$ cat config.mk
export PLATFORM = sky130hd
export DESIGN_NAME = fifo_stream_reader
export DESIGN_NICKNAME = d
export VERILOG_FILES = /design/src/rtl/stream_pkg.sv /design/src/rtl/skid_buf2.sv /design/src/rtl/fifo_stream_reader.sv
export SDC_FILE = /design/constraint.sdc
export NUM_CORES = 1
export LEC_CHECK = 0
export BUFFER_PORTS_ARGS = -buffer_cell sky130_fd_sc_hd__buf_2
export CORE_MARGIN = 5
export CORE_UTILIZATION = 30
export DETAILED_ROUTE_END_ITERATION = 12
export GPL_TIMING_DRIVEN = 0
export PLACE_DENSITY_LB_ADDON = 0.3
export RECOVER_POWER = 50
export SKIP_CTS_REPAIR_TIMING = 1
export SLEW_MARGIN = 20
export SYNTH_ARGS = -nofsm -noshare
export SYNTH_HDL_FRONTEND = slang
export SYNTH_SLANG_ARGS = --single-unit
$ cat constraint.sdc
create_clock -name clk -period 4.53 [get_ports clk]
set_input_delay 0.453 -clock clk [delete_from_list [all_inputs] [get_ports clk]]
set_output_delay 0.453 -clock clk [all_outputs]
set_load 0.01 [all_outputs]
$ cat src/rtl/stream_pkg.sv
// stream_pkg: shared definitions for the FIFO read-side stream engine.
//   DATA_WIDTH : default data word width
//   beat_t     : one data word at the default width
//   last_beat  : true when a zero-based beat index is the final beat of a packet
package stream_pkg;

  localparam int unsigned DATA_WIDTH = 32;

  typedef logic [DATA_WIDTH-1:0] beat_t;

  function automatic logic last_beat(input int unsigned cnt, input int unsigned len);
    return cnt == len - 1;
  endfunction

endpackage

$ cat src/rtl/skid_buf2.sv
// skid_buf2: two-entry in-order queue. entry0 is the head.
// Ports:
//   clk       : system clock
//   reset     : asynchronous active-low reset
//   push      : write push_data at this edge (caller guarantees occ<2 or a pop)
//   push_data : word to write
//   pop       : retire the head at this edge (caller guarantees occ!=0)
//   head_data : current head word
//   occ       : number of valid entries (0..2)
module skid_buf2
  import stream_pkg::*;
#(
  parameter int unsigned WIDTH = DATA_WIDTH
) (
  input  logic             clk,
  input  logic             reset,
  input  logic             push,
  input  logic [WIDTH-1:0] push_data,
  input  logic             pop,
  output logic [WIDTH-1:0] head_data,
  output logic [1:0]       occ
);

  logic [WIDTH-1:0] entry0;
  logic [WIDTH-1:0] entry1;

  always_ff @(posedge clk or negedge reset) begin
    if (!reset) begin
      entry0 <= '0;
      entry1 <= '0;
      occ    <= '0;
    end else begin
      case ({push, pop})
        2'b10: begin
          if (occ == 2'd0) entry0 <= push_data;
          else             entry1 <= push_data;
          occ <= occ + 2'd1;
        end
        2'b01: begin
          entry0 <= entry1;
          occ    <= occ - 2'd1;
        end
        2'b11: begin
          // Head retires while a new word arrives: with one entry the new
          // word becomes the head directly; with two it queues behind entry1.
          if (occ == 2'd1) begin
            entry0 <= push_data;
          end else begin
            entry0 <= entry1;
            entry1 <= push_data;
          end
        end
        default: ;
      endcase
    end
  end

  assign head_data = entry0;

endmodule

$ cat src/rtl/fifo_stream_reader.sv
// fifo_stream_reader: pops words from a show-ahead FIFO and re-presents them
// as a valid/ready stream framed into PKT_LEN-beat packets.
// Ports:
//   clk        : system clock
//   reset      : asynchronous active-low reset
//   enable     : allows new pops; buffered words drain regardless
//   fifo_empty : FIFO empty flag
//   data_out   : FIFO head word (valid while fifo_empty=0)
//   r_ready    : pop strobe to the FIFO
//   m_valid    : output beat valid
//   m_data     : output beat data
//   m_last     : final beat of the current packet
//   m_ready    : downstream accept
//   pkt_count  : completed packets, wraps modulo 2^CNT_W
//   busy       : buffer holds at least one word
module fifo_stream_reader
  import stream_pkg::*;
#(
  parameter int unsigned WIDTH   = DATA_WIDTH,
  parameter int unsigned PKT_LEN = 4,
  parameter int unsigned CNT_W   = 16
) (
  input  logic             clk,
  input  logic             reset,
  input  logic             enable,
  input  logic             fifo_empty,
  input  logic [WIDTH-1:0] data_out,
  output logic             r_ready,
  output logic             m_valid,
  output logic [WIDTH-1:0] m_data,
  output logic             m_last,
  input  logic             m_ready,
  output logic [CNT_W-1:0] pkt_count,
  output logic             busy
);

  localparam int unsigned BW = $clog2(PKT_LEN) + 1;

  logic [1:0]    occ;
  logic          hs;
  logic          at_last;
  logic [BW-1:0] beat_cnt;

  // Pop decision depends only on registered occupancy and the input flags,
  // so m_ready has no combinational path to r_ready.
  assign r_ready = reset & enable & ~fifo_empty & (occ < 2'd2);

  assign m_valid = (occ != 2'd0);
  assign busy    = m_valid;
  assign hs      = m_valid & m_ready;
  assign at_last = last_beat(32'(beat_cnt), PKT_LEN);
  assign m_last  = m_valid & at_last;

  skid_buf2 #(
    .WIDTH(WIDTH)
  ) u_buf (
    .clk      (clk),
    .reset    (reset),
    .push     (r_ready),
    .push_data(data_out),
    .pop      (hs),
    .head_data(m_data),
    .occ      (occ)
  );

  // Framing survives enable gaps: only handshakes advance beat_cnt.
  always_ff @(posedge clk or negedge reset) begin
    if (!reset) begin
      beat_cnt  <= '0;
      pkt_count <= '0;
    end else if (hs) begin
      if (at_last) begin
        beat_cnt  <= '0;
        pkt_count <= pkt_count + 1'b1;
      end else begin
        beat_cnt <= beat_cnt + 1'b1;
      end
    end
  end

endmodule

# Word-level counts from Yosys, hierarchy flattened
# Index checks and enable logic that the tools add are counted.
[classes] add_sub_neg=4 order_cmp=1 n_eq_ne=8 mux=8 bitwise=6 n_reduce_logical=8
[ops] op="$mux 32" count=4
[ops] op="$pmux 32 s3" count=1
[ops] op="$pmux 32 s2" count=1
[ops] op="$add 16x1->16 const B" count=1
[ops] op="$reduce_bool 2->1" count=3
[ops] op="$and 1x1->1" count=5
[ops] op="$eq 2x1->1 const B" count=2
[ops] op="$eq 2x2->1 const B" count=2
[ops] op="$ne 2x2->1 const B" count=2
[ops] op="$pmux 2 s2" count=1
[ops] op="$reduce_and 2->1" count=2
[ops] op="$add 3x1->3 const B" count=1
[ops] op="$eq 3x2->1 const B" count=1
[ops] op="$mux 3" count=1
[ops] op="$reduce_and 3->1" count=1
[ops] op="$reduce_bool 3->1" count=1
[ops] op="$add 2x1->2 const B" count=1
[ops] op="$logic_not 2->1" count=1
[ops] op="$lt 2x2->1 const B" count=1
[ops] op="$ne 2x1->1 const B" count=1
[ops] op="$sub 2x1->2 const B" count=1
[ops] op="$not 1->1" count=1
[totals] regBits=85 input_bits=37 out_inout_bits=52 wordCells=40

# Depth between registers and ports, before layout
# Gate-level depths: netlist of the first run.
[depth] word_depth=6 ltp_mapped=11 depth_no_buf=10

# Cells and area by module
# Synthesis of the first run repeated with hierarchy kept, for this count alone.
[hier_totals] cells_unflattened=355 area_unflattened_um2=3957.5
[by_module_without_submodules] mod="skid_buf2" n_inst=1 cells_each=275 area_each_um2=3004.1 seq_area_each_um2=1651.6
[by_module_without_submodules] mod="fifo_stream_reader" n_inst=1 cells_each=80 area_each_um2=953.4 seq_area_each_um2=475.5

# Worst setup path before layout of the first run
# OpenSTA, ideal clock, no wires.
[synth_timing] kind="input -> register" startpoint="input port fifo_empty" endpoint="register u_buf.entry0[10], in the netlist u_buf.head_data[10]" setup_ns=0.125 arrival_time_ns=2.204 t_required_ns=4.405 path_slack_ns=2.202 cell_stages=7 path_buffers=1 cell_sequence="nor3_1 -> inv_1 -> ha_1 -> o21a_2 -> buf_6 -> a22o_1 -> mux2_2"
[synth_between] elab_chain_len=6 word_cells_on_any_way=10 cone_classes="4 x eq/ne; 1 x mux; 3 x bitwise; 2 x reduce/logical"
[synth_lines] item="from (decl)" line_no="fifo_stream_reader.sv:26" source="input logic fifo_empty,"
[synth_lines] item="$not 1->1 (*)" line_no="fifo_stream_reader.sv:46" source="assign r_ready = reset & enable & ~fifo_empty & (occ < 2'd2);"
[synth_lines] item="$and 1x1->1 (*) (2 in a row)" line_no="fifo_stream_reader.sv:46"
[synth_lines] item="$eq 2x2->1 / $eq 2x1->1 (equally long branches)" line_no="skid_buf2.sv:33" source="case ({push, pop})"
[synth_lines] item="$ne 2x1->1 (no source line) / $reduce_bool 3->1 (equally long branches)"
[synth_lines] item="$reduce_and 2->1 (no source line)"
[synth_lines] item="to (signal assigned)" line_no="skid_buf2.sv:35" source="if (occ == 2'd0) entry0 <= push_data;"
[synth_lines] item="to (signal assigned)" line_no="skid_buf2.sv:40" source="entry0 <= entry1;"
[synth_lines] item="to (signal assigned)" line_no="skid_buf2.sv:47" source="entry0 <= push_data;"
[synth_lines] item="to (decl)" line_no="skid_buf2.sv:24" source="logic [WIDTH-1:0] entry0;"
# Mark *: on every way between the ends. The rest lies on a longest branch, timed or not.
# A chain may end at the register's enable or synchronous reset.

# Worst setup path after layout of the first run
[layout_timing] startpoint="input port reset" endpoint="register u_buf.entry0[16], in the netlist u_buf.head_data[16]"
[layout_between] elab_chain_len=6 word_cells_on_any_way=10 cone_classes="4 x eq/ne; 1 x mux; 3 x bitwise; 2 x reduce/logical"
[layout_lines] item="from (decl)" line_no="fifo_stream_reader.sv:24" source="input logic reset,"
[layout_lines] item="$and 1x1->1 (*) (3 in a row)" line_no="fifo_stream_reader.sv:46"
[layout_lines] item="$eq 2x2->1 / $eq 2x1->1 (equally long branches)" line_no="skid_buf2.sv:33"
[layout_lines] item="$ne 2x1->1 (no source line) / $reduce_bool 3->1 (equally long branches)"
[layout_lines] item="$reduce_and 2->1 (no source line)"
# Marks and branches as above.

==> summary.md, run 1 <==
| Metric | Value |
|---|---|
| Vias | 2562 |
| CTS tree | yes |
| Fill count | 1256 |
| Detail Placement HPWL | 5.866 mm |
| Routed vias/inst | 4.650 |
| Required time of the critical path | 4810 ps |
| Endpoints failing setup | 0 |
| Post-Route WL | 8.195 mm |
| Net Count, Synth | 318 |
| Max Slew Vio Count | 0 |
| Synth area leader | dfrtp_1 |
| Maxcap violations | 0 |
| Type of origin of the critical path | input pin |
| HP Class | in -> async |
| CTS Sinks | 85 |
| Top cell type's share of synthesized area | 56.53% |
| Max FO, Critical Path | 48 |
| Worst IR Drop VDD | 233.4 uV |
| Final Hold Fails | 0 |
| Area occupied by multi-input gates | 0.001526 mm2 |
| Worst Tran Pin Value | 668.7 ps |
| Largest net degree at the start of global routing | 49 |
| Share of cells above drive strength 1 | 42.22% |
| DRT iter0 DRCs | 95 |
| Final worst-path cycle share | 64.46% |
| F_max | 342.5 MHz |
| Bufs on Longest Clock Path | 2 |
| Initial antenna violation count | 1 |
| Number of global-route vias before repair | 2568 |
| DR WL/cell | 14.87 um |
| Die ar. | 0.01488 mm2 |
| Root Buffer | clkbuf_16 |
| Cells after synthesis | 274 |
| Port Buf Inserts | 88 |
| Syn_area_per_cell | 13.73 um2 |
| Slew HR | 55.08% |
| Gpl congestion | 0.7421 |
| Skew-Pair Late Insertion Delay | 340 ps |
| Most frequent cells in the layout | 85 x dfrtp_1, 67 x buf_2, 64 x mux2_2 |
| Warning count from the yosys run | 0 |
| Synth area leaders | dfrtp_1 57%, mux2_2 19%, a22o_1 7.4%, xnor2_1 3.3%, ha_1 2.3% |
| First-pass GRT wire length | 13.17 mm |
| Max H-tree Level | 3 |
| Post-layout net count | 418 |
| Remaining routing DRC violations | 0 |
| Post-layout min period | 2920 ps |
| Critical path class | in -> reg |
| Most common cell after layout, fill and taps aside | dfrtp_1 |
| Total negative slack | 0 ps |
| Detail Route Antenna Nets | 0 |
| Setup Skew | 5.946 ps |
| Area growth, synth to finish | 26.04% |
| RSZ-0062 raised after global routing | false |
| Gr usage total | 11.60% |
| Clock transition at path regs | 60 ps |
| Cts bufs inserted | 9 |
| Overflow after GRT | 0 |
| Site Rows | 41 |
| Power per cell area | 635.6 mW/mm2 |
| Core outline area | 0.01247 mm2 |
| Tot Pwr | 3.014 mW |
| Worst EP arrival | 3200 ps |
| Run status | complete, no violations |
| # IOs | 89 |
| Register Area | 0.002127 mm2 |
| Die W | 122.0 um |
| Post-synthesis register bit count | 85 |
| Initial DRT Pass Iterations | 4 |
| Cell variety after synth | 29 |
| CP endpoint kind | flop |
| Initial Util | 30.18% |
| Leak | 2.238 nW |
| Final hold slack | 89.29 ps |
| ANT cells | 0 |
| Post-synthesis sequential area ratio | 56.53% |
| Synthesized area | 0.003762 mm2 |
| Chip Height | 122.0 um |
-- area by class of cell --
| class | count | share of cell area, % |
|---|---|---|
| plain buffers | 13 | 1.741 |
| well taps | 172 | 4.538 |
| inverters | 7 | 0.5541 |
| multi-input cells | 169 | 32.19 |
| clock buffers | 12 | 5.409 |
| clock inverters | 4 | 1.478 |
| flip-flops and latches | 85 | 44.85 |
| repair buffers | 89 | 9.235 |
-- through the flow --
stage / setup slack (ps) / cell area, um2 / instances / util, %
after floorplan: 2202 / 3762 / 274 / -
after global placement: 405.8 / 4418 / 534 / 35.44
after detailed placement: 1146 / 4448 / 535 / 35.68
after CTS: 1501 / 4775 / 551 / 38.30
after global routing: 1262 / 4742 / 551 / 38.04
final: 1610 / 4742 / 551 / 38.04
-- layer usage --
layer	vias up	wire, um	track usage [%]
li1	1193	-	-
met1	1273	3614	14.42
met2	80	3683	17.54
met3	14	707	4.643
met4	2	182	5.672
met5	-	7	0
-- power by group --
group          total [mW]  switching (mW)  internal (mW)
registers            1.24           0.165           1.07
clock network       0.797           0.286          0.511
logic               0.981           0.469          0.512
total                3.01           0.920           2.09
-- kinds of logic (layout without fill, tap and decap cells) --
kind of cell    after synthesis  count (layout)  synth area share [%]
flops                        85              85                 56.53
mux                          64              64                 19.16
simple gates                 42              42                 6.352
compound gates               39              39                 8.780
buf+inv                      20             125                 2.893
xor+xnor                     17              17                 3.958
fa+ha+maj                     7               7                 2.328
-- sequential cells by signal (all words and copies together), names as in the netlist --
signal	cells
u_buf.entry1	32
u_buf.head_data	32
u_buf.occ	2
beat_cnt	3
pkt_count	16
-- cell usage after synthesis --
library cell,instances
nand4_1,4
xor2_1,3
nor3_1,4
nand4bb_4,1
inv_2,2
nor2b_1,1
ha_1,7
and4bb_2,1
and3_1,2
nand3_1,6
o21a_2,1
a21oi_2,1
buf_2,6
nor2_1,1
mux2_2,64
o211a_1,1
a22o_1,32
buf_1,3
o21ai_0,3
nand2_1,19
nor4_2,1
buf_6,3
nor4_1,1
xnor2_1,14
dfrtp_1,85
buf_4,1
a21boi_0,1
inv_1,5
nand2_4,1
-- worst max-delay path, stage by stage --
cell and delay, ps:
buf_4 430, buf_16 310, nand2_1 80, nor3_1 520, ha_1 300, nand2_1 80
nand2_1 190, buf_1 460, a22o_1 210, mux2_2 140
-- worst paths after layout --
path	from	cells past startpoint	to	slack (ps)
max reg2reg	u_buf.occ[1]	11	u_buf.head_data[16]	2110
max	reset	10	u_buf.head_data[16]	1610
max in group asynchronous	reset	2	u_buf.head_data[24]	3820
min reg2reg	pkt_count[15]	1	pkt_count[15]	470
min in group clk	data_out[16]	2	u_buf.entry1[16]	350
min	reset	1	pkt_count[8]	90
Power figures use the tool's default switching activity.
==> inputs of run 2 (changes only) <==
==> constraint.sdc (replaced) <==
create_clock -name clk -period 3 [get_ports clk]
set_input_delay 0.3 -clock clk [delete_from_list [all_inputs] [get_ports clk]]
set_output_delay 0.3 -clock clk [all_outputs]
set_load 0.01 [all_outputs]
==> summary.md, run 2 (same netlist as run 1, synthesis figures left out) <==
| Metric | Value |
|---|---|
| Maxcap violations | 1 (+1) |
| RSZ-0062 raised after global routing | false |
| Placed cell areas | 0.004448 mm2 (unchanged) |
| Share of cells above drive strength 1 | 42.26% (about the same) |
| Overflow after GRT | 0 (unchanged) |
| Type of origin of the critical path | input pin |
| Detail Placement HPWL | 5.866 mm (unchanged) |
| Max H-tree Level | 3 (unchanged) |
| Gr usage total | 11.60% (unchanged) |
| Final cell utilization of the core | 38.19% (+0.15 points) |
| Worst Tran Pin Value | 2041 ps (+1372 ps) |
| Max FO, Critical Path | 48 (unchanged) |
| Total negative slack | 0 ps (unchanged) |
| Post-layout net count | 420 (+0.48%) |
| Vias | 2567 (+0.20%) |
| Bufs on Longest Clock Path | 2 (unchanged) |
| Max Slew Vio Count | 39 (+39) |
| Clock transition at path regs | 60 ps (about the same) |
| CP endpoint kind | flop |
| Tot Pwr | 4.555 mW (+51%) |
| First-pass GRT wire length | 13.17 mm (unchanged) |
| CTS Sinks | 85 (unchanged) |
| Final Hold Fails | 0 (unchanged) |
| Final hold slack | 200.6 ps (+111.3 ps) |
| Placed cells | 535 (unchanged) |
| HP Class | in -> reg |
| Cell area after layout | 0.004761 mm2 (+0.40%) |
| Worst EP arrival | 2980 ps (-220 ps) |
| Most common cell after layout, fill and taps aside | dfrtp_1 |
| Port Buf Inserts | 88 (unchanged) |
| F_max | 371.0 MHz |
| Finished Layout Cells | 553 (+0.36%) |
| Run status | finished with violations |
| Critical path class | in -> reg |
| Number of global-route vias before repair | 2568 (unchanged) |
| DP Worst Slack | -230.6 ps (-1377 ps) |
| Post-layout min period | 2696 ps |
| Initial DRT Pass Iterations | 4 (unchanged) |
| Core outline area | 0.01247 mm2 (unchanged) |
| Leak | 2.244 nW (+0.30%) |
| Die ar. | 0.01488 mm2 (unchanged) |
| Slack of the critical path | 304.4 ps (-1305 ps) |
| DRT iter0 DRCs | 95 (unchanged) |
| Chip Height | 122.0 um (unchanged) |
| Required time of the critical path | 3280 ps (-1530 ps) |
| CTS tree | yes |
| Power per cell area | 956.8 mW/mm2 (+51%) |
| # IOs | 89 (unchanged) |
| Initial antenna violation count | 1 (unchanged) |
| Site Rows | 41 (unchanged) |
| Endpoints failing setup | 0 (unchanged) |
| Failing checks | max-capacitance violations, max-slew violations |
| Detail Route Antenna Nets | 0 (unchanged) |
| Cts bufs inserted | 9 (unchanged) |
| Initial Util | 30.18% (unchanged) |
| Setup Skew | 5.933 ps (-0.01282 ps) |
| Skew-Pair Late Insertion Delay | 340 ps (about the same) |
| Slew HR | -36.06% (-91 points) |
| Routed vias/inst | 4.642 (-0.17%) |
| DR WL/cell | 14.89 um (+0.10%) |
| Most frequent cells in the layout | 85 x dfrtp_1, 67 x buf_2, 64 x mux2_2 |
| Largest net degree at the start of global routing | 49 (unchanged) |
| Remaining routing DRC violations | 0 (unchanged) |
| Final worst-path cycle share | 89.85% |
| ANT cells | 0 (unchanged) |
| Area growth, synth to finish | 26.54% |
| Worst IR Drop VDD | 352.5 uV (+51%) |
| Root Buffer | clkbuf_16 |
| Gpl congestion | 0.7421 (unchanged) |
| Post-Route WL | 8.233 mm (+0.46%) |
| Die W | 122.0 um (unchanged) |
[run 2: worst max-delay path, cell delays in order]
cell and delay (ps):
dlygate4sd3_1 530, buf_4 140, buf_16 240, nand2_1 100, nor3_2 320, ha_1 260
nand2_1 80, nand2_1 190, buf_1 470, a22o_1 200, mux2_2 140
[run 2: power by group]
| part | internal, mW | switching (mW) | leakage [nW] |
|---|---|---|---|
| Clock | 0.771 | 0.432 | 0.163 |
| Sequential | 1.62 | 0.250 | 1.06 |
| Combinational | 0.774 | 0.710 | 1.02 |
[run 2: routing by layer]
layer | vias up | GRT usage, % | part of all wire [%]
met4 | 2 | 5.672 | 2.2
met2 | 82 | 17.54 | 45
met1 | 1273 | 14.42 | 45
li1 | 1196 | - | -
met3 | 14 | 4.643 | 8.5
met5 | - | 0 | 0.085
[run 2: area by class of cell]
class	instances	area [um2]
repair buffers	91	451.7
plain buffers	13	82.58
multi-input cells	169	1531
inverters	7	26.28
clock inverters	4	70.07
flip-flops and latches	85	2127
clock buffers	12	256.5
well taps	172	215.2
fillers	1256	7705
[run 2: final timing paths]
path,startpoint,end,slack (ps),depth (start not counted)
setup / recovery,reset,u_buf.head_data[27],300,11
hold / removal,data_out[16],u_buf.entry1[16],200,2
setup reg to reg,u_buf.occ[1],u_buf.head_data[27],560,11
hold reg to reg,pkt_count[15],pkt_count[15],470,1
max in group asynchronous,reset,u_buf.head_data[25],590,3
min in group asynchronous,reset,pkt_count[7],490,3
